**src/rtl/proc_pkg.sv**
```systemverilog
// Shared definitions for the register-file/ULA datapath: opcodes, sequencer
// states and instruction field positions.
package proc_pkg;

  typedef enum logic [2:0] {
    OP_ADD = 3'b000,
    OP_SUB = 3'b001,
    OP_AND = 3'b010,
    OP_OR  = 3'b011,
    OP_OUT = 3'b100,
    OP_LDI = 3'b101,
    OP_MOV = 3'b110,
    OP_NOP = 3'b111
  } opcode_t;

  typedef enum logic [1:0] {
    ST_IDLE,
    ST_LOAD_A,
    ST_LOAD_R,
    ST_WRITE
  } state_t;

  localparam int OP_MSB  = 15;
  localparam int OP_LSB  = 13;
  localparam int RX_MSB  = 12;
  localparam int RX_LSB  = 10;
  localparam int RY_MSB  = 9;
  localparam int RY_LSB  = 7;
  localparam int IMM_MSB = 9;
  localparam int IMM_LSB = 0;
  localparam int IMM_W   = IMM_MSB - IMM_LSB + 1;

  function automatic logic is_alu_op(input opcode_t op);
    return (op == OP_ADD) || (op == OP_SUB) || (op == OP_AND) || (op == OP_OR);
  endfunction

endpackage

```
**src/rtl/instr_decoder.sv**
```systemverilog
// Moore output decode: maps the sequencer state and latched instruction to
// every datapath enable and select line.
module instr_decoder
  import proc_pkg::*;
#(
  parameter int IW   = 16,
  parameter int NREG = 8
) (
  input  state_t            state,
  input  logic [IW-1:0]     ir,
  output logic              instr_ready,
  output logic [NREG-1:0]   reg_we,
  output logic              ra_we,
  output logic              rr_we,
  output logic [2:0]        mux_sel,
  output logic              imm_sel,
  output logic              r_sel,
  output logic [IMM_W-1:0]  imm_out,
  output logic [2:0]        alu_op,
  output logic              bus_we,
  output logic              busy,
  output logic              done
);

  opcode_t    op;
  logic [2:0] rx;
  logic [2:0] ry;
  logic       writes_reg;

  assign op         = opcode_t'(ir[OP_MSB:OP_LSB]);
  assign rx         = ir[RX_MSB:RX_LSB];
  assign ry         = ir[RY_MSB:RY_LSB];
  assign writes_reg = is_alu_op(op) || (op == OP_MOV) || (op == OP_LDI);
  assign imm_out    = ir[IMM_MSB:IMM_LSB];

  always_comb begin
    instr_ready = 1'b0;
    reg_we      = '0;
    ra_we       = 1'b0;
    rr_we       = 1'b0;
    mux_sel     = 3'd0;
    imm_sel     = 1'b0;
    r_sel       = 1'b0;
    alu_op      = 3'd0;
    bus_we      = 1'b0;
    busy        = 1'b1;
    done        = 1'b0;
    case (state)
      ST_IDLE: begin
        instr_ready = 1'b1;
        busy        = 1'b0;
      end
      ST_LOAD_A: begin
        mux_sel = rx;
        ra_we   = 1'b1;
      end
      ST_LOAD_R: begin
        alu_op = ir[OP_MSB:OP_LSB];
        rr_we  = 1'b1;
        if (op == OP_LDI)
          imm_sel = 1'b1;
        else if (op == OP_OUT)
          mux_sel = rx;
        else if (is_alu_op(op) || (op == OP_MOV))
          mux_sel = ry;
      end
      ST_WRITE: begin
        done = 1'b1;
        if (writes_reg) begin
          r_sel  = 1'b1;
          reg_we = NREG'(1) << rx;
        end else if (op == OP_OUT) begin
          mux_sel = rx;
          bus_we  = 1'b1;
        end
      end
      default: ;
    endcase
  end

endmodule

```
**src/rtl/control_sequencer.sv**
```systemverilog
// Multi-cycle Moore sequencer for the register-file/ULA datapath: accepts one
// instruction via valid/ready and steps it through LOAD_A, LOAD_R and WRITE.
module control_sequencer
  import proc_pkg::*;
#(
  parameter int IW   = 16,
  parameter int NREG = 8
) (
  input  logic              clock,
  input  logic              clear,
  input  logic [IW-1:0]     instr_in,
  input  logic              instr_valid,
  output logic              instr_ready,
  output logic [NREG-1:0]   reg_we,
  output logic              ra_we,
  output logic              rr_we,
  output logic [2:0]        mux_sel,
  output logic              imm_sel,
  output logic              r_sel,
  output logic [IMM_W-1:0]  imm_out,
  output logic [2:0]        alu_op,
  output logic              bus_we,
  output logic              busy,
  output logic              done
);

  state_t          state;
  state_t          state_n;
  logic [IW-1:0]   ir;
  logic            accept;

  logic [NREG-1:0] dec_reg_we;
  logic            dec_ra_we;
  logic            dec_rr_we;
  logic            dec_bus_we;
  logic            dec_done;

  always_comb begin
    state_n = state;
    accept  = 1'b0;
    case (state)
      ST_IDLE: begin
        if (instr_valid) begin
          accept  = 1'b1;
          state_n = (opcode_t'(instr_in[OP_MSB:OP_LSB]) == OP_NOP) ? ST_WRITE : ST_LOAD_A;
        end
      end
      ST_LOAD_A: state_n = ST_LOAD_R;
      ST_LOAD_R: state_n = ST_WRITE;
      ST_WRITE:  state_n = ST_IDLE;
      default:   state_n = ST_IDLE;
    endcase
  end

  always_ff @(posedge clock) begin
    if (clear) begin
      state <= ST_IDLE;
      ir    <= '0;
    end else begin
      state <= state_n;
      if (accept)
        ir <= instr_in;
    end
  end

  instr_decoder #(
    .IW   (IW),
    .NREG (NREG)
  ) u_decoder (
    .state       (state),
    .ir          (ir),
    .instr_ready (instr_ready),
    .reg_we      (dec_reg_we),
    .ra_we       (dec_ra_we),
    .rr_we       (dec_rr_we),
    .mux_sel     (mux_sel),
    .imm_sel     (imm_sel),
    .r_sel       (r_sel),
    .imm_out     (imm_out),
    .alu_op      (alu_op),
    .bus_we      (dec_bus_we),
    .busy        (busy),
    .done        (dec_done)
  );

  // A reset arriving mid-instruction must never commit a write, even in the
  // cycle it is asserted, so the enables are gated combinationally.
  assign reg_we = clear ? '0 : dec_reg_we;
  assign ra_we  = clear ? 1'b0 : dec_ra_we;
  assign rr_we  = clear ? 1'b0 : dec_rr_we;
  assign bus_we = clear ? 1'b0 : dec_bus_we;
  assign done   = clear ? 1'b0 : dec_done;

endmodule

```
**config.mk**
```make
export PLATFORM = sky130hd
export DESIGN_NAME = control_sequencer
export DESIGN_NICKNAME = d
export VERILOG_FILES = /design/src/rtl/proc_pkg.sv /design/src/rtl/instr_decoder.sv /design/src/rtl/control_sequencer.sv
export SDC_FILE = /design/constraint.sdc
export NUM_CORES = 1
export LEC_CHECK = 0
export ABC_AREA = 0
export CAP_MARGIN = 20
export CORE_MARGIN = 2
export CORE_UTILIZATION = 44
export DETAILED_ROUTE_END_ITERATION = 6
export HOLD_SLACK_MARGIN = 0.03
export PLACE_DENSITY = 0.95
export SLEW_MARGIN = 30
export SYNTH_ARGS = -nofsm -noshare
export SYNTH_HDL_FRONTEND = slang
export SYNTH_SLANG_ARGS = --single-unit
```
**constraint.sdc**
```tcl
create_clock -name clock -period 2.65 [get_ports clock]
set_clock_uncertainty 0.2 [all_clocks]
set_input_delay 0.53 -clock clock [delete_from_list [all_inputs] [get_ports clock]]
set_output_delay 0.53 -clock clock [all_outputs]
set_load 0.03 [all_outputs]
```
==> results.cfg <==
[outcome]
status = finished clean

[layout]
syn_to_final_growth_pct = 40.35
layout.nets = 207
utilization_pct = 63.40
final_common_cell = nand2_1
drive_gt1_share_pct = 15.30
final_cell_mix = nand2_1, clkdlybuf4s50_1, dfxtp_1
fin_cells = 213
nFillCells = 186
antenna_cells = 0

[sta]
final_hold_viol_count = 0
period_needed_ps = 2559
slew_headroom_pct = 60.77
hold_ws_ps = 264.1
fin_tns_setup_ps = 0
rsz0062_at_grt = false
fin_crit_sh_pct = 96.55
fmax_ghz = 0.3908
tightestPinTransition_ps = 588.4
final_max_slew_viol_count = 0
finalSetupViolations = 0

[setup_path]
path_cells = ha_1 > a21boi_0 > clkdlybuf4s50_1
criticalPathCategory = reg2out
worst-path-max-fanout = 4
worstSetupStartpointType = flop
slowest_delay_ps = 700
arrival_ps = 1830
cp_slowest_cell = clkdlybuf4s50_1
critPathCaptureType = output pin
r2r_setup_slack_ps = 760
r2r_start = state[0]$_SDFFE_PP0P_
cp_data_required_time_ps = 1920
r2r-end = ir[13]$_SDFFE_PP0P_
ff2ff_path_depth = 5

[power]
power_density_nw_per_um2 = 765.8
power.leakage_nw = 0.6254
vdd_drop_max_uv = 532.4
combinationalPowerShare_pct = 52.1
switching_share_pct = 44.91
intPower_mw = 0.6446
netSwitchingPower_mw = 0.5254
p_total_mw = 1.170
clockPowerShare_pct = 14.4
seqPwrFrac_pct = 33.5

[global_routing]
antenna_found_initial = 0
track_usage_pct = 20.33
grt_max_degree = 21
gr-total-overflow = 0
grt_pass1_wl_microns = 4388
grt_pass1_vias = 1054

[min_path]
hold_start = ir[5]$_SDFFE_PP0P_
min_to = ir[5]$_SDFFE_PP0P_
hp-class = reg2reg
hold_path_depth = 2

[synth]
yosys.cell_types.count = 30
yosys_warnings = 0
synth_top_area_share_pct = 33.10
syn_inst = 146
synth_area_leader_cell = dfxtp_1
synthTopCellsByArea = dfxtp_1, nand2_1, a21oi_1
yosysSeqAreaShare_pct = 33.10
syn-num-nets = 169
syn-mean-instance-area_sq_um = 7.456
syn-cell-area_sq_um = 1089
synth.ff_latch_count = 18

[placed_design]
portBuffers = 50
hpwl_microns = 2232
gp_congestion = 0.9293
place_inst = 209

[die]
fp.dieW_microns = 53.74
initial_core_util_pct = 45.17
io_pins = 51
rows = 18
die_h_microns = 53.74
core_sq_um = 2410
dieArea_sq_um = 2888

[routing]
drc_errors = 0
vias = 1171
first_pass_iters = 5
wirelength_microns = 2952
detail_route.wl_per_cell_microns = 13.86
dr.first_iter.drc_count = 36
ant_nets = 0
viasPerCell = 5.498

[clocking]
cts_hold_buffers = 0
cts.htree.levels = 1
cts_buffers = 3
cts_tree = yes
clk_latency_ps = 290
clk_pin_slew_ps = 100
cts_root_buf = clkbuf_4
cts_buffer_depth = 2
cts_sinks = 18

[job]
cap_violations = 0
==> sequential cells by signal, summed over array words and instances, names as in the netlist <==
register	flops
state	2
ir	16
==> layer usage <==
metal	vias to the layer above	track usage (%)	routed length [microns]
met5	-	0	0
met4	0	10.68	29
met3	4	1.667	191
met2	56	37.60	1587
met1	552	22.79	1144
li1	559	-	-
==> how the worst max path moves through the flow <==
stage | slack [ps] | cells after the start | to | startpoint
after floorplan | 140 | 4 | reg_we[4] | clear
after global placement | 230 | 6 | reg_we[4] | clear
after detailed placement | 80 | 6 | reg_we[1] | clear
after CTS | 6 | 4 | busy | state[0]$_SDFFE_PP0P_
after global routing | 20 | 3 | r_sel | state[1]$_SDFFE_PP0P_
final | 90 | 3 | r_sel | state[1]$_SDFFE_PP0P_
==> power by group through the flow <==
stage / Combinational (mW) / Clock (mW) / Sequential (mW)
detailed placement: 0.603 / 0 / 0.396
global placement: 0.590 / 0 / 0.387
global route: 0.662 / 0.180 / 0.398
finish: 0.610 / 0.168 / 0.392
floorplan: 0.470 / 0 / 0.367
CTS: 0.605 / 0.171 / 0.389
==> metrics by stage <==
step                      worst slack [ps]  instance area [sq um]
final                                91.30                   1528
after CTS                            5.675                   1518
after global routing                 16.33                   1528
after global placement               233.7                   1483
after floorplan                      138.1                   1089
after detailed placement             77.22                   1483
==> cell families after synthesis <==
logic type | Yosys count | share of synthesized area, %
simple gates | 68 | 30.12
compound gates | 30 | 18.16
buf+inv | 25 | 13.22
flops | 18 | 33.10
fa+ha+maj | 4 | 4.598
xor+xnor | 1 | 0.8047
==> synth_stat cells, drive strengths merged <==
library cell,instances
a211oi,1
a21bo,1
a21boi,1
a21o,1
a21oi,16
a311oi,1
and2,5
and4bb,1
buf,15
clkbuf,4
dfxtp,18
ha,4
inv,6
nand2,35
nand2b,3
nand3,4
nand4,1
nor2,5
nor2b,7
nor3,5
nor4,2
o2111ai,6
o211ai,3
xnor2,1
==> worst max-delay path: cells and delay by family (launching register included) <==
family          cells  cell delay, ps
flops               1             400
buf+inv             1             700
compound gates      1             200
fa+ha+maj           1             230
==> layout make-up <==
type                    instances  area [sq um]  area share, %
multi-input cells             103         591.8          38.74
repair buffers                 52         479.2          31.37
flip-flops and latches         18         360.3          23.59
well taps                      30         37.54          2.457
clock buffers                   4         36.28          2.375
inverters                       6         22.52          1.474
==> repair_timing <==
| action | CTS | global route |
|---|---|---|
| endpoints found under the setup margin | 1 | 5 |
| setup buffers | 0 | 0 |
| resized for setup | 1 | 3 |
(Power assumes the default switching activity.)
